===== config.mk =====
export PLATFORM = sky130hd
export DESIGN_NAME = neuron_output_packer
export DESIGN_NICKNAME = d
export VERILOG_FILES = /design/src/rtl/neuron_pkg.sv /design/src/rtl/output_word_fifo.sv /design/src/rtl/neuron_output_packer.sv
export SDC_FILE = /design/constraint.sdc
export NUM_CORES = 1
export LEC_CHECK = 0
export CAP_MARGIN = 40
export CORE_MARGIN = 2
export CORE_UTILIZATION = 58
export DETAILED_ROUTE_END_ITERATION = 12
export HOLD_SLACK_MARGIN = 0.15
export PLACE_DENSITY = 0.78
export SYNTH_ARGS = -nofsm -noshare
export SYNTH_HDL_FRONTEND = slang
export SYNTH_SLANG_ARGS = --single-unit
export TNS_END_PERCENT = 10

===== constraint.sdc =====
create_clock -name clk -period 9 [get_ports clk]
set_clock_uncertainty 0.1 [all_clocks]
set_input_delay 1.8 -clock clk [delete_from_list [all_inputs] [get_ports clk]]
set_output_delay 1.8 -clock clk [all_outputs]
set_load 0.02 [all_outputs]

===== src/rtl/neuron_pkg.sv =====
// Shared types for the neuron activation output path: one packed FIFO entry
// carrying up to NEURON_WIDTH decision bits plus its valid-bit count and layer marker.
package neuron_pkg;

    localparam int NEURON_WIDTH = 22;
    localparam int NBITS_W      = $clog2(NEURON_WIDTH + 1);

    typedef struct packed {
        logic                    last;
        logic [NBITS_W-1:0]      nbits;
        logic [NEURON_WIDTH-1:0] data;
    } out_word_t;

endpackage


===== src/rtl/output_word_fifo.sv =====
// Synchronous DEPTH-entry FIFO of packed output words; the head entry is shown
// combinationally and reads as all zeros while the FIFO is empty.
module output_word_fifo
    import neuron_pkg::*;
#(
    parameter int DEPTH = 4
) (
    input  logic                       clk,
    input  logic                       rst,
    input  logic                       push,
    input  out_word_t                  push_word,
    input  logic                       pop,
    output out_word_t                  head_word,
    output logic                       full,
    output logic                       empty,
    output logic [$clog2(DEPTH+1)-1:0] count
);

    localparam int AW = (DEPTH > 1) ? $clog2(DEPTH) : 1;
    localparam int CW = $clog2(DEPTH + 1);

    out_word_t       mem [DEPTH];
    logic [AW-1:0]   wr_ptr;
    logic [AW-1:0]   rd_ptr;
    logic            do_push;
    logic            do_pop;

    assign full    = (count == CW'(DEPTH));
    assign empty   = (count == '0);
    assign do_push = push && !full;
    assign do_pop  = pop && !empty;

    // DEPTH is a power of two, so the pointers wrap naturally.
    always_ff @(posedge clk) begin
        if (rst) begin
            wr_ptr <= '0;
            rd_ptr <= '0;
            count  <= '0;
        end else begin
            if (do_push) wr_ptr <= wr_ptr + 1'b1;
            if (do_pop)  rd_ptr <= rd_ptr + 1'b1;
            case ({do_push, do_pop})
                2'b10:   count <= count + 1'b1;
                2'b01:   count <= count - 1'b1;
                default: count <= count;
            endcase
        end
    end

    always_ff @(posedge clk) begin
        if (do_push) mem[wr_ptr] <= push_word;
    end

    assign head_word = empty ? '0 : mem[rd_ptr];

endmodule


===== src/rtl/neuron_output_packer.sv =====
// Packs accepted neuron decision bits LSB-first into WIDTH-bit words, buffers
// them in a small FIFO and returns them over a valid/ready read bus.
module neuron_output_packer
    import neuron_pkg::*;
#(
    parameter int WIDTH = 22,
    parameter int DEPTH = 4
) (
    input  logic                       clk,
    input  logic                       rst,
    input  logic                       bit_valid,
    input  logic                       bit_data,
    input  logic                       layer_done,
    output logic                       bit_ready,
    output logic                       rd_valid,
    input  logic                       rd_ready,
    output logic [WIDTH-1:0]           rd_data,
    output logic [$clog2(WIDTH+1)-1:0] rd_nbits,
    output logic                       rd_last
);

    // Handshakes: a bit / layer_done is taken on a cycle where it is asserted
    // together with bit_ready; a word is popped where rd_valid & rd_ready.
    localparam int CNT_W = $clog2(WIDTH + 1);
    localparam int FCW   = $clog2(DEPTH + 1);

    logic [WIDTH-1:0] shadow;
    logic [CNT_W-1:0] bit_cnt;

    logic             bit_acc;
    logic             ld_acc;
    logic             fill;
    logic             commit;
    logic [WIDTH-1:0] shadow_next;
    logic [CNT_W-1:0] cnt_next;
    out_word_t        push_word;
    out_word_t        head_word;

    logic             fifo_push;
    logic             fifo_full;
    logic             fifo_empty;
    logic [FCW-1:0]   fifo_count;

    // No pass-through: a pop while full only frees space on the next cycle.
    assign bit_ready = (fifo_count != FCW'(DEPTH));
    assign bit_acc   = bit_valid && bit_ready;
    assign ld_acc    = layer_done && bit_ready;

    always_comb begin
        shadow_next = shadow;
        cnt_next    = bit_cnt;
        fill        = 1'b0;
        if (bit_acc) begin
            shadow_next = shadow | ({{(WIDTH-1){1'b0}}, bit_data} << bit_cnt);
            cnt_next    = bit_cnt + 1'b1;
            fill        = (bit_cnt == CNT_W'(WIDTH - 1));
        end
        // A layer_done with nothing pending writes nothing.
        commit          = fill || (ld_acc && (cnt_next != '0));
        push_word       = '0;
        push_word.last  = ld_acc;
        push_word.nbits = cnt_next;
        push_word.data  = shadow_next;
    end

    always_ff @(posedge clk) begin
        if (rst) begin
            shadow  <= '0;
            bit_cnt <= '0;
        end else if (commit) begin
            shadow  <= '0;
            bit_cnt <= '0;
        end else if (bit_acc) begin
            shadow  <= shadow_next;
            bit_cnt <= cnt_next;
        end
    end

    assign fifo_push = commit && !fifo_full;

    output_word_fifo #(
        .DEPTH (DEPTH)
    ) u_fifo (
        .clk       (clk),
        .rst       (rst),
        .push      (fifo_push),
        .push_word (push_word),
        .pop       (rd_ready),
        .head_word (head_word),
        .full      (fifo_full),
        .empty     (fifo_empty),
        .count     (fifo_count)
    );

    assign rd_valid = !fifo_empty;
    assign rd_data  = head_word.data;
    assign rd_nbits = head_word.nbits;
    assign rd_last  = head_word.last;

endmodule


# Yosys cells after proc, flatten, opt, wreduce, memory -nomap -nowiden
# Memories as Yosys holds them, arrays and structs flattened. A register that Yosys moved wholly into a read port is not among the register bits.
# Index checks and enable logic that the tools add are counted.
op_classes:
  add_sub_neg: 5
  n_eq_ne: 5
  shifts: 1
  n_mux: 9
  n_bitwise: 1
  reduce_logical: 13
op_table:
  columns: ["op", "n"]
  rows:
  - ["$mux W28", 1]
  - ["$mux W22", 1]
  - ["$or A22 B22 Y22", 1]
  - ["$shl A1 B5 Y22", 1]
  - ["$logic_and A1 B1 Y1", 6]
  - ["$pmux W3 S2", 1]
  - ["$add A5 B1 Y5 const B", 1]
  - ["$eq A5 B5 Y1 const B", 1]
  - ["$mux W5", 1]
  - ["$reduce_bool A5 Y1", 1]
  - ["$add A2 B1 Y2 const B", 2]
  - ["$mux W2", 2]
  - ["$add A3 B1 Y3 const B", 1]
  - ["$eq A3 B3 Y1 const B", 1]
  - ["$logic_not A3 Y1", 1]
  - ["$mux W1", 3]
  - ["$ne A3 B3 Y1 const B", 1]
  - ["$sub A3 B1 Y3 const B", 1]
  - ["$eq A2 B1 Y1 const B", 1]
  - ["$eq A2 B2 Y1 const B", 1]
  - ["$logic_not A1 Y1", 2]
  - ["$reduce_bool A2 Y1", 1]
  - ["$reduce_or A2 Y1", 1]
  - ["$logic_or A1 B1 Y1", 1]
word_totals:
  register_bits: 34
  ramBits: 112
  input_bits: 6
  word_cells: 40
  memories: 1
mem_list:
  columns: ["memory", "depth", "word_bits", "rd", "rd_ports_with_merged_regs", "wr", "line_no", "source"]
  rows:
  - ["u_fifo.mem", 4, 28, 1, 1, 1, "output_word_fifo.sv:22", "out_word_t mem [DEPTH];"]

# Depth between registers and ports, before layout
# Gate-level depths: netlist of the first run.
logic_depth:
  ltp_word: 10
  mapped_depth: 14
  ltp_nobuf: 12

# Hierarchy
# Synthesis of the first run repeated with hierarchy kept, for this count alone.
hier_totals:
  hier_cells: 385
  hier_area_um2: 6108.4
modules_own_cells:
  columns: ["mod", "n_inst", "cells_each", "area_per_inst_um2", "seq_area_each_um2"]
  rows:
  - ["output_word_fifo", 1, 231, 4743.3, 3543.4]
  - ["neuron_output_packer", 1, 154, 1365.1, 540.5]

# Least setup slack after synthesis of the first run
# No wires, ideal clock.
synth_path:
  path_type: "in2reg"
  start: "input bit_valid"
  end: "register u_fifo.count[2]"
  setup_ns: 0.071
  t_arrival_ns: 3.803
  t_required_ns: 8.829
  path_slack_ns: 5.026
  stages: 12
  path_buffers: 1
  path_cell_list: "nand2_1 > nor3_1 > xnor2_1 > a41oi_2 > buf_2 > inv_1 > ha_1 > inv_1 > fa_1 > xor2_1 > or3_1 > a21oi_1"
synth_between:
  elab_chain_cells: 9
synth_rtl:
  columns: ["element", "line_no", "source"]
  rows:
  - ["from (decl)", "neuron_output_packer.sv:11", "input logic bit_valid,"]
  - ["$logic_and A1 B1 Y1 *", "neuron_output_packer.sv:46", "assign bit_acc = bit_valid && bit_ready;"]
  - ["$mux W5", "neuron_output_packer.sv:53", "if (bit_acc) begin"]
  - ["$reduce_bool A5 Y1", "neuron_output_packer.sv:59", "commit = fill || (ld_acc && (cnt_next != '0));"]
  - ["$logic_and A1 B1 Y1", "neuron_output_packer.sv:59", null]
  - ["$logic_or A1 B1 Y1 *", "neuron_output_packer.sv:59", null]
  - ["$logic_and A1 B1 Y1 *", "neuron_output_packer.sv:79", "assign fifo_push = commit && !fifo_full;"]
  - ["$logic_and A1 B1 Y1 *", "output_word_fifo.sv:30", "assign do_push = push && !full;"]
  - ["$eq A2 B1 Y1 / $eq A2 B2 Y1 (equally long branches)", "output_word_fifo.sv:42", "case ({do_push, do_pop})"]
  - ["$pmux W3 S2 / $reduce_bool A2 Y1 (equally long branches)", null, null]
  - ["to (signal assigned)", "output_word_fifo.sv:43", "2'b10: count <= count + 1'b1;"]
  - ["to (signal assigned)", "output_word_fifo.sv:44", "2'b01: count <= count - 1'b1;"]
  - ["to (signal assigned)", "output_word_fifo.sv:45", "default: count <= count;"]
  - ["to (decl)", "output_word_fifo.sv:16", "output logic [$clog2(DEPTH+1)-1:0] count"]
# Mark *: on every way between the ends. The rest lies on a longest branch, timed or not.
# A chain may end at the register's enable or synchronous reset.

==> results by group, run 1 <==
Pwr
  – Sequential share of power: 39.3%
  – Cell Pwr Density: 310 nW/um^2
  – Comb power frac: 28.9%
  – Switch Pwr: 0.643 mW
  – Clock network power share: 31.8%
  – Leak Pwr: 2.53 nW
  – Net Sw Frac: 29.7%
  – Worst VDD drop: 0.000195 V
  – Internal power: 1.52 mW

Floorplan
  – Io pins: 36
  – Initial Util: 59.8%
  – Core area: 9820 um^2
  – Die W: 105 um
  – Die extent in y: 105 um
  – Die area: 10900 um^2
  – Row Count: 36

CTS
  – Clock Tree Root: clkbuf_8
  – Clk slew on worst S/H paths: 70 ps
  – Postcts setup bufs: 0
  – Clk sinks: 148
  – Hold buffers post-CTS: 0
  – # H-tree levels: 4
  – CTS Buf Count: 17
  – Post_cts resized: 0
  – Clk Latency, worst-skew pair: 520 ps
  – CTS tree: yes
  – Clock Path Buffers: 2

Placed design
  – Hpwl dp: 6580 um
  – Setup WS pre-CTS: 4010 ps
  – IO buf count: 35
  – Placed cell areas: 6380 um^2
  – Placer congestion estimate: 0.824

Detailed routing
  – Routed Antenna Nets: 0
  – DR vias: 3224
  – First-pass DRT Iterations: 5
  – DRT Wirelength: 10900 um
  – 1st-iter DRT viols: 237
  – Drt wl/cell: 19.3 um
  – Vias per cell: 5.72
  – Drc violations: 0

Final layout
  – Commonest non-fill, non-tap cells in the layout: edfxtp_1 (112), and2_1 (35), dfxtp_1 (35), clkdlybuf4s50_1 (35), inv_1 (33)
  – Share of layout cells above drive strength 1: 17.2%
  – Area grow syn2layout: 18.8%
  – Final core utilization: 71.0%
  – Reg area: 4090 um^2
  – Commonest non-fill, non-tap cell in the layout: edfxtp_1
  – Filler cell count: 651
  – Final instance area: 6970 um^2
  – Multi-input logic area: 1570 um^2
  – N_diodes: 0
  – Final #Nets: 432

Logic synthesis
  – Synth unique cells: 37
  – Synth warn: 0
  – Syn Area/Cell: 15.6 um^2
  – FF+latch count, synth: 148
  – Cells after Synth: 376
  – Post-synthesis net count: 390
  – Post-Syn Area: 5870 um^2
  – Sequential area share after synthesis: 69.6%

Timing
  – Slew @ Worst Pin: 933 ps
  – Final Cycle Share: 50.6%
  – Tmin final: 4560 ps
  – Final number of hold-violating endpoints: 0
  – Post-route setup TNS: 0 ps
  – Final setup fails: 0
  – RSZ-0062 raised after global routing: false
  – Highest Clock Rate: 0.219 GHz
  – Slew Limit Fails: 0
  – Post-route setup slack: 4440 ps
  – Worst slew margin: 36.9%
  – Hold WS: 412 ps

Global routing
  – Pin count of the biggest net entering global routing: 29
  – First-pass GRT wire length: 17600 um
  – Met3 usage: 6.36%
  – Met1 usage: 27.7%
  – Met2 Usage GRT: 34.7%
  – All-Layer GR Usage: 21.3%
  – Initial antenna violation count: 0
  – Grt ovf: 0
  – Vias in the first global route: 3399
  – Gr busiest metal: met2

Min path
  – Hold Path Class: flip-flop to flip-flop

Outcome
  – Run status: completed

Flow run
  – Max cap viols: 0

Worst setup path
  – CP cell instances: buf_12, mux4_2, and2_1, clkdlybuf4s50_1
  – Crit Path Class: flip-flop to primary output
  – Worst EP required: 7100 ps
  – Worst path slowest cell: dfxtp_2
  – CP Capture Type: primary output
  – CP peak stage delay: 630 ps
  – Critical-path maximum fanout: 18
  – Startpoint Class: flip-flop
  – Crit path DAT: 2660 ps
cell families (layout without fill, tap and decap cells):
kind of cell / after synthesis / count (layout) / synth area share [%]
AO/OA/AOI/OAI: 32 / 32 / 3.37
flip-flops: 148 / 148 / 69.6
buffers and inverters: 55 / 110 / 3.71
XOR/XNOR: 8 / 8 / 1.19
multiplexers: 30 / 30 / 11.1
adder cells (fa/ha/maj): 8 / 8 / 1.83
AND/OR/NAND/NOR: 95 / 95 / 9.19
sequential cells by signal, summed over array words and instances (netlist names), named ones only:
register / cells
u_fifo.count: 3
u_fifo.wr_ptr: 2
u_fifo.mem: 112
shadow: 22
bit_cnt: 5
u_fifo.rd_ptr: 2
power by group through the flow:
| stage | logic, mW | registers (mW) | clock network, mW |
|---|---|---|---|
| 2_1_floorplan | 0.409 | 0.839 | 0 |
| 3_3_place_gp | 0.576 | 0.881 | 0 |
| 3_5_place_dp | 0.632 | 0.865 | 0 |
| 4_1_cts | 0.636 | 0.851 | 0.694 |
| 5_1_grt | 0.669 | 0.858 | 0.728 |
| 6_report | 0.624 | 0.850 | 0.687 |
final cells by class:
class                      instances  area share, %
timing repair buffer              44           6.28
clock buffer                      17           5.94
clock inverter                    15           2.46
tap                              133           2.39
sequential                       148           58.6
multi-input combinational        173           22.5
inverter                          34           1.83
metal layers:
metal  vias up  wire length (um)  share of wire (%)
li1       1472                 -                  -
met1      1616              4540                 42
met2       114              5550                 51
met3        22               596                5.5
met4         0               188                1.7
met5         -                 0                  0
through the flow:
step | power [mW] | cells
finish | 2.16 | 564
global route | 2.26 | 564
CTS | 2.18 | 564
detailed placement | 1.50 | 532
global placement | 1.46 | 530
floorplan | 1.25 | 376
worst paths after layout:
kind,from,end,slack [ps],cells after the start
worst min-delay path,u_fifo.count[2],u_fifo.count[2],410,2
worst min register to register,u_fifo.count[2],u_fifo.count[2],410,2
worst max-delay path,flip-flop,rd_nbits[1],4440,4
worst max register to register,u_fifo.count[0],u_fifo.mem[2][16],5620,7
worst max-delay path: cells and delay by family (launching register included):
kind          cells  cell delay, ps
mux               1             530
buf+inv           2             780
simple gates      1             180
flops             1             630
cell usage after synthesis:
master / n / area [um^2]
edfxtp_1: 112 / 3360
dfxtp_1: 36 / 721
and2_1: 35 / 219
inv_1: 33 / 124
mux4_2: 28 / 631
nor3_1: 28 / 140
a21oi_1: 23 / 115
clkbuf_1: 13 / 48.8
nor2_1: 12 / 45.0
ha_1: 7 / 87.6
buf_2: 6 / 30.0
nand2_1: 5 / 18.8
xnor2_1: 5 / 43.8
xor2_1: 3 / 26.3
a41oi_1: 2 / 17.5
and3_1: 2 / 12.5
nand2b_1: 2 / 12.5
nor3b_1: 2 / 15.0
nor4b_1: 2 / 17.5
o21ai_0: 2 / 10.0
or3_1: 2 / 12.5
a2111oi_2: 1 / 15.0
a211oi_1: 1 / 7.51
a31o_1: 1 / 8.76
a41oi_2: 1 / 16.3
and4_1: 1 / 8.76
buf_1: 1 / 3.75
buf_4: 1 / 7.51
fa_1: 1 / 20.0
inv_2: 1 / 3.75
mux2_1: 1 / 11.3
mux2i_1: 1 / 10.0
nand4_1: 1 / 6.26
nor2b_1: 1 / 6.26
nor3b_4: 1 / 18.8
nor4_1: 1 / 6.26
o21a_1: 1 / 7.51
No activity file was read; power rests on OpenSTA's default activity.
==> inputs of run 2 (changes only) <==
--- a/config.mk
+++ b/config.mk
@@ -7,10 +7,10 @@
 export LEC_CHECK = 0
 export CAP_MARGIN = 40
 export CORE_MARGIN = 2
-export CORE_UTILIZATION = 58
+export CORE_UTILIZATION = 53
 export DETAILED_ROUTE_END_ITERATION = 12
 export HOLD_SLACK_MARGIN = 0.15
-export PLACE_DENSITY = 0.78
+export PLACE_DENSITY = 0.75
 export SYNTH_ARGS = -nofsm -noshare
 export SYNTH_HDL_FRONTEND = slang
 export SYNTH_SLANG_ARGS = --single-unit
==> constraint.sdc (replaced) <==
create_clock -name clk -period 4.14 [get_ports clk]
set_clock_uncertainty 0.1 [all_clocks]
set_input_delay 0.828 -clock clk [delete_from_list [all_inputs] [get_ports clk]]
set_output_delay 0.828 -clock clk [all_outputs]
set_load 0.02 [all_outputs]
==> run 2 against run 1 <==
Net effect: first-iteration DRC count down 16%; largest power group unchanged; register-to-register slack worse by 4400 ps; die area up 9.1%; via count down 2.5%; final cell count up 1.1%; highest routed layer unchanged; sequential cell count unchanged; setup slack worse by 3900 ps; non-clock buffer count unchanged; utilization down 6.5 points; wire length down 2.7%.
==> results by group, run 2 (synthesized netlist as in run 1, its figures left out) <==
Detailed routing
  – Drc violations: 0 (unchanged)
  – DR vias: 3143 (-2.5%)
  – Routed Antenna Nets: 0 (unchanged)
  – DRT Wirelength: 10600 um (-2.7%)
  – Vias per cell: 5.51 (-3.5%)
  – First-pass DRT Iterations: 5 (unchanged)
  – Drt wl/cell: 18.6 um (-3.7%)
  – 1st-iter DRT viols: 198 (-16%)

CTS
  – # H-tree levels: 4 (unchanged)
  – Postcts setup bufs: 0 (unchanged)
  – Hold buffers post-CTS: 0 (unchanged)
  – Clk sinks: 148 (unchanged)
  – Clk Latency, worst-skew pair: 520 ps (about the same)
  – Clock Tree Root: clkbuf_8
  – Post_cts resized: 0 (unchanged)
  – CTS tree: yes
  – CTS Buf Count: 17 (unchanged)
  – Clock Path Buffers: 2 (unchanged)
  – Clk slew on worst S/H paths: 60 ps (about the same)

Global routing
  – Grt ovf: 0 (unchanged)
  – First-pass GRT wire length: 16800 um (-4.3%)
  – All-Layer GR Usage: 19.6% (-1.7 points)
  – Pin count of the biggest net entering global routing: 31 (+6.9%)
  – Vias in the first global route: 3284 (-3.4%)
  – Initial antenna violation count: 0 (unchanged)

Flow run
  – Max cap viols: 0 (unchanged)

Worst setup path
  – CP peak stage delay: 680 ps (+50 ps)
  – Worst reg2reg startpoint: bit_cnt[0]
  – Crit Path Class: flip-flop to primary output
  – R2R setup slack: 1230 ps (-4390 ps)
  – Reg2Reg Depth: 12 (+5)
  – Worst R2R End: u_fifo.count[2]
  – CP endpoint: rd_nbits[1]
  – CP Capture Type: primary output
  – Critical-path maximum fanout: 15 (-3)
  – Crit path DAT: 2690 ps (+30 ps)
  – Worst EP required: 3210 ps (-3890 ps)
  – CP cell instances: buf_12, mux4_2, and2_1, clkdlybuf4s50_1
  – Worst path slowest cell: dfxtp_2
  – Startpoint Class: flip-flop

Floorplan
  – Die W: 109 um (+4.4%)
  – Row Count: 38 (+5.6%)
  – Die area: 11900 um^2 (+9.1%)
  – Die extent in y: 109 um (+4.4%)
  – Core area: 10800 um^2 (+10%)
  – Initial Util: 54.1% (-5.6 points)
  – Io pins: 36 (unchanged)

Final layout
  – Filler cell count: 767 (+18%)
  – Largest regs: u_fifo.mem (112), shadow (22), bit_cnt (5)
  – Reg area: 4090 um^2 (unchanged)
  – Final #Nets: 432 (unchanged)
  – Final instance area: 6990 um^2 (+0.29%)
  – Area grow syn2layout: 19.1%
  – Largest Register: u_fifo.mem
  – Max FFs per register: 112 (unchanged)
  – Commonest non-fill, non-tap cell in the layout: edfxtp_1
  – Multi-input logic area: 1570 um^2 (unchanged)
  – N_diodes: 0 (unchanged)
  – Commonest non-fill, non-tap cells in the layout: edfxtp_1 (112), and2_1 (35), dfxtp_1 (35), clkdlybuf4s50_1 (35), inv_1 (33)
  – Share of layout cells above drive strength 1: 16.5% (-0.66 points)

Timing
  – Final Cycle Share: 87.4%
  – Slew @ Worst Pin: 923 ps (-10.5 ps)
  – Final number of hold-violating endpoints: 0 (unchanged)
  – Highest Clock Rate: 0.276 GHz
  – Slew Limit Fails: 0 (unchanged)
  – Tmin final: 3620 ps
  – RSZ-0062 raised after global routing: false
  – Final setup fails: 0 (unchanged)
  – Worst slew margin: 37.6% (+0.71 points)
  – Post-route setup TNS: 0 ps (unchanged)

Placed design
  – Placer congestion estimate: 0.816 (-0.87%)
  – IO buf count: 35 (unchanged)
  – Hpwl dp: 6230 um (-5.3%)
  – Placed cell areas: 6380 um^2 (about the same)

Outcome
  – Run status: completed

Pwr
  – Cell Pwr Density: 676 nW/um^2 (+120%)
  – Worst VDD drop: 0.000355 V (+82%)
  – Leak Pwr: 2.55 nW (+0.84%)

Min path
  – Hold Path Class: flip-flop to flip-flop
## run 2: cell count changes in the layout (fill, tap and decap cells not counted), moves of 2 or more
cell	change
clkinv_2	+7
clkinv_4	-3
bufinv_16	+2
inv_6	-5
clkinvlp_4	-3
clkbuf_1	+2
## run 2: per-layer routing
layer / part of all wire (%) / vias up / global-route usage, %
li1: - / 1469 / -
met1: 41 / 1576 / 24.6
met2: 53 / 92 / 32.3
met3: 5.1 / 6 / 4.12
met4: 0.86 / 0 / 9.95
met5: 0 / - / 0
## run 2: stage by stage
step | hold slack [ps] | power [mW] | cells | setup slack [ps] | utilization (%)
floorplan | 367 | 2.71 | 376 | 1140 | -
global placement | 381 | 3.18 | 538 | 689 | 58.8
detailed placement | 394 | 3.21 | 538 | 499 | 58.8
CTS | 402 | 4.73 | 569 | 435 | 64.2
global route | 443 | 4.93 | 570 | 356 | 64.5
finish | 399 | 4.72 | 570 | 522 | 64.5
## run 2: power by group
group / switching [mW] / internal, mW / total (mW)
sequential: 0.0961 / 1.76 / 1.85
clock: 0.539 / 0.966 / 1.50
combinational: 0.672 / 0.693 / 1.36
total: 1.31 / 3.42 / 4.72
## run 2: final cells by class
| cell class | instances | area share [%] |
|---|---|---|
| sequential | 148 | 58.4 |
| clock buffer | 19 | 6.03 |
| clock inverter | 12 | 2.33 |
| timing repair buffer | 44 | 6.44 |
| tap | 140 | 2.51 |
| multi-input combinational | 173 | 22.4 |
| inverter | 34 | 1.83 |
## run 2: worst min-delay path by stage
stage,start,endpoint,slack (ps),cells past startpoint
2_1_floorplan,u_fifo.count[2],u_fifo.count[2],370,2
6_report,u_fifo.count[2],u_fifo.count[2],400,2
4_1_cts,u_fifo.count[2],u_fifo.count[2],400,2
5_1_grt,u_fifo.count[2],u_fifo.count[2],440,2
3_5_place_dp,u_fifo.count[2],u_fifo.count[2],390,2
3_3_place_gp,u_fifo.count[2],u_fifo.count[2],380,2
## run 2: critical path: cells and delay by family, from the launching register on
family	cells	cell delay, ps
buf+inv	2	770
flops	1	680
mux	1	530
simple gates	1	170
==> variant 1, RTL diff (settings of run 2) <==
Compare `bit_cnt` against `CNT_W'(WIDTH - 1)` with >= in place of ==.
--- a/src/rtl/neuron_output_packer.sv
+++ b/src/rtl/neuron_output_packer.sv
@@ -53,7 +53,7 @@
         if (bit_acc) begin
             shadow_next = shadow | ({{(WIDTH-1){1'b0}}, bit_data} << bit_cnt);
             cnt_next    = bit_cnt + 1'b1;
-            fill        = (bit_cnt == CNT_W'(WIDTH - 1));
+            fill        = (bit_cnt >= CNT_W'(WIDTH - 1));
         end
         // A layer_done with nothing pending writes nothing.
         commit          = fill || (ld_acc && (cnt_next != '0));
Behaviour: same outputs for any inputs over 4 cycles, from zero or initial values and one cycle with rst high; that may be too few to reach the edited logic, so the function may still have changed.
==> variant 1 against run 2 <==
Power increased by 0.68%. Design area rose by 3.9%. Via count grew 0.38%. Hold slack gained 0.0064 ns. Non-clock buffer count decreased by 1. Final cell count decreased by 2.3%. Critical path depth unchanged. Global-route usage shrank 0.94 points. Synthesized area increased by 4.1%. Wire length up 1.8%. Worst setup slack improved by 0.098 ns. Sequential cell count stayed put.
==> variant 1: results <==
{
  "worst_pin_slew_ns": 0.655,
  "p_int_mw": 3.45,
  "synthTopCellsByCount": "112 x edfxtp_1, 36 x dfxtp_1, 29 x and2_1, 28 x mux4_2, 20 x nor2b_4",
  "pre_cts_ws_ns": 0.393,
  "post_dp_cell_area_sq_um": 6590,
  "power.leakage_nw": 2.62,
  "grt_use_total_pct": 18.6,
  "fin_nets": 415,
  "hpwl_mm": 6.23,
  "wl_per_cell_um": 19.3,
  "num_vias": 3155,
  "fillCellCount": 784,
  "root_buffer": "clkbuf_16",
  "ir_drop_mv": 0.409,
  "gp_congestion": 0.712,
  "grt_pass1_wl_mm": 17.2,
  "ys_types": 47,
  "ys_seq_area_share_pct": 66.8,
  "crit_arrival_ns": 2.59,
  "synth_area_leaders": "edfxtp_1 55%, dfxtp_1 12%, mux4_2 10%",
  "status": "complete, no violations",
  "drive_gt1_share_pct": 25.8,
  "drt_iter0_markers": 155,
  "worstReg2RegStart": "bit_cnt[1]$_SDFFE_PP0N_",
  "worstSkewPairLatency_ns": 0.41,
  "dr.pass1.iters": 4
}
variant 1: changes by cell type after synthesis, sizes merged, moves of 3 or more:
cell | before | now
inv | 34 | 6
nand3 | 0 | 3
nor2b | 1 | 28
and2 | 35 | 31
a41oi | 3 | 0
a21o | 0 | 18
a21oi | 23 | 5
or3 | 2 | 6
nor3b | 3 | 0
and2b | 0 | 5
nor3 | 28 | 4
clkbuf | 13 | 9
variant 1: power by group through the flow:
stage                     Sequential (mW)  Combinational (mW)  Clock, mW
after floorplan                      1.78               0.882          0
after global placement               1.83                1.28          0
after detailed placement             1.84                1.29          0
after CTS                            1.81                1.30       1.70
after global routing                 1.82                1.37       1.77
final                                1.80                1.28       1.68
variant 1: through the flow:
| stage | std cells | util, % | hold slack, ns | total power [mW] |
|---|---|---|---|---|
| 2_1_floorplan | 358 | - | 0.361 | 2.66 |
| 3_3_place_gp | 525 | 58.2 | 0.370 | 3.10 |
| 3_5_place_dp | 525 | 58.2 | 0.400 | 3.13 |
| 4_1_cts | 557 | 64.1 | 0.408 | 4.81 |
| 5_1_grt | 557 | 64.1 | 0.448 | 4.96 |
| 6_report | 557 | 64.1 | 0.405 | 4.75 |
variant 1: critical path, stage by stage (launching register included):
cell and delay [ns]:
dfxtp_2 0.59, buf_4 0.32, mux4_2 0.55, and2_1 0.18, clkdlybuf4s50_1 0.53
variant 1: path summary, 6_finish.rpt:
kind,slack (ns),endpoint
worst max-delay path,0.62,rd_data[7]
worst min-delay path,0.41,u_fifo.count[2]$_SDFFE_PP0P_
worst max register to register,0.82,u_fifo.count[2]$_SDFFE_PP0P_
worst min register to register,0.41,u_fifo.count[2]$_SDFFE_PP0P_
variant 1: logic make-up (layout without fill, tap and decap cells):
kind of cell | after synthesis | after routing | synth area share, %
adders and majority gates | 8 | 8 | 1.76
buffers and inverters | 25 | 81 | 2.29
and+or+nand+nor | 105 | 105 | 13.3
xor gates and xnor gates | 8 | 8 | 1.15
DFF | 148 | 148 | 66.8
muxes | 28 | 28 | 10.3
AOI/OAI and AO/OA | 36 | 36 | 4.34
variant 1: final cells by class:
class                   count  area (sq um)  share of cell area (%)
flip-flops and latches    148          4090                    56.3
clock buffers              23           533                    7.34
clock inverters             9           133                    1.83
multi-input cells         185          1900                    26.1
inverters                   6          22.5                   0.310
repair buffers             43           410                    5.65
well taps                 143           179                    2.46
variant 1: per-layer routing:
layer,up-vias,global-route usage [%],routed length [um]
met4,0,7.57,201
met1,1612,22.3,4440
met5,-,0,0
met2,87,31.9,5710
met3,16,5.39,421
li1,1440,-,-
==> variant 2, RTL diff (flow settings as in run 2) <==
Made on the original files. Make the reset (`rst`) asynchronous in 2 clocked blocks.
--- a/src/rtl/output_word_fifo.sv
+++ b/src/rtl/output_word_fifo.sv
@@ -31,7 +31,7 @@
     assign do_pop  = pop && !empty;
 
     // DEPTH is a power of two, so the pointers wrap naturally.
-    always_ff @(posedge clk) begin
+    always_ff @(posedge clk or posedge rst) begin
         if (rst) begin
             wr_ptr <= '0;
             rd_ptr <= '0;
--- a/src/rtl/neuron_output_packer.sv
+++ b/src/rtl/neuron_output_packer.sv
@@ -63,7 +63,7 @@
         push_word.data  = shadow_next;
     end
 
-    always_ff @(posedge clk) begin
+    always_ff @(posedge clk or posedge rst) begin
         if (rst) begin
             shadow  <= '0;
             bit_cnt <= '0;
Function: differs if rst is asserted again (counterexample within 4 cycles, from zero or initial values and one cycle with rst high); with rst held inactive, the same outputs for 4 cycles.
==> variant 2 against run 2 <==
Synthesized area up 2.3%. Sequential share of layout area up 0.62 points. Power rose by 15%. Worst setup slack worse by 0.071 ns. Design area increased by 2.1%. Core utilization increased by 0.78 points. Die area rose by 2.2%. Wire length is the same. Sequential cell count shrank 2. Critical path type unchanged. Highest routed layer unchanged.
==> variant 2: results <==
{
  "cts_hold_buf": 0,
  "grt_max_degree": 35,
  "grt_pass1_wl_mm": 17.4,
  "r2r-end": "u_fifo.mem[1][18]$_DFFE_PP_",
  "top_regs": "u_fifo.mem: 112 flops, shadow: 22 flops, bit_cnt: 5 flops",
  "drive_gt1_share_pct": 20.3,
  "synth_area_leaders": "edfxtp_1 56%, dfrtp_1 14%, mux4_2 11%",
  "dr.pass1.iters": 4,
  "max_slew_margin_pct": 43.9,
  "synthTopCellsByCount": "112 x edfxtp_1, 34 x and2_1, 34 x dfrtp_1, 28 x mux4_2",
  "fillCellCount": 781,
  "power.leakage_nw": 2.81,
  "gp_congestion": 0.792,
  "cts_setup_buffers": 0,
  "whs_ns": 0.388,
  "reg2regPathDepth": 8,
  "wl_per_cell_um": 19.3,
  "first_global_vias": 3173,
  "ir_drop_mv": 0.407,
  "drt_iter0_markers": 170,
  "ys_warn_count": 0,
  "cts_made_buffers": 17,
  "antenna_found_initial": 0,
  "worstSkewPairLatency_ns": 0.41,
  "ys_types": 39,
  "grt_use_total_pct": 18.8,
  "r2r_slack_ns": 1.05,
  "p_switching_mw": 1.66,
  "status": "complete, no violations",
  "ys_seq_area_share_pct": 70.2,
  "crit_arrival_ns": 2.76,
  "viasPerCell": 5.56,
  "fin_nets": 410,
  "hpwl_mm": 6.68,
  "root_buffer": "clkbuf_16",
  "crit_path_end": "rd_data[19]",
  "synth-async-reset-ratio_pct": 23.3,
  "syn-num-nets": 358,
  "worstReg2RegStart": "bit_cnt[0]$_DFFE_PP0P_"
}
variant 2: power by group through the flow:
stage	Combinational, mW	Sequential [mW]	Clock, mW
2_1_floorplan	1.32	1.99	0
3_3_place_gp	1.90	2.07	0
3_5_place_dp	1.95	2.09	0
4_1_cts	1.95	2.06	1.50
5_1_grt	2.07	2.09	1.56
6_report	1.92	2.06	1.48
variant 2: worst max-delay path, cell delays in order, from the launching register on:
cell and delay [ns]:
dfrtp_2 0.69, buf_4 0.37, mux4_2 0.55, and2_1 0.19, clkdlybuf4s50_1 0.55
variant 2: cells by family (layout without fill, tap and decap cells):
family	Yosys count	in the layout	share of synthesized area, %
DFF	146	146	70.2
AOI/OAI and AO/OA	31	31	4.08
adders and majority gates	8	8	1.79
buffers and inverters	27	92	2.10
xor gates and xnor gates	10	10	1.46
and+or+nand+nor	92	92	9.46
muxes	30	30	10.9
variant 2: how the worst min path moves through the flow:
stage                                start                          end  cells past startpoint
6_report       u_fifo.count[2]$_DFFE_PP0P_  u_fifo.count[2]$_DFFE_PP0P_                      1
3_3_place_gp   u_fifo.count[2]$_DFFE_PP0P_  u_fifo.count[2]$_DFFE_PP0P_                      1
3_5_place_dp   u_fifo.count[2]$_DFFE_PP0P_  u_fifo.count[2]$_DFFE_PP0P_                      1
4_1_cts        u_fifo.count[2]$_DFFE_PP0P_  u_fifo.count[2]$_DFFE_PP0P_                      1
5_1_grt        u_fifo.count[2]$_DFFE_PP0P_  u_fifo.count[2]$_DFFE_PP0P_                      1
2_1_floorplan  u_fifo.count[2]$_DFFE_PP0P_  u_fifo.count[2]$_DFFE_PP0P_                      1
variant 2: layout make-up:
| type | count | share of cell area (%) |
|---|---|---|
| clock inverters | 13 | 2.00 |
| well taps | 140 | 2.45 |
| flip-flops and latches | 146 | 59.1 |
| clock buffers | 19 | 6.07 |
| inverters | 10 | 0.526 |
| repair buffers | 50 | 6.56 |
| multi-input cells | 171 | 23.3 |
variant 2: metrics by stage:
step / worst slack [ns] / instance area (sq um) / std cells / utilization [%] / power, mW
finish: 0.450 / 7140 / 549 / 65.3 / 5.45
global route: 0.288 / 7140 / 549 / 65.3 / 5.73
CTS: 0.361 / 7140 / 549 / 65.3 / 5.51
detailed placement: 0.635 / 6560 / 517 / 60.0 / 4.03
global placement: 0.767 / 6540 / 515 / 59.8 / 3.98
floorplan: 1.24 / 6000 / 344 / - / 3.31
variant 2: per-layer routing:
| layer | track usage [%] | part of all wire (%) | vias up |
|---|---|---|---|
| li1 | - | - | 1399 |
| met1 | 26.1 | 46 | 1587 |
| met2 | 29.8 | 50 | 57 |
| met3 | 5.43 | 3.9 | 7 |
| met4 | 4.75 | 0.78 | 0 |
| met5 | 0 | 0 | - |
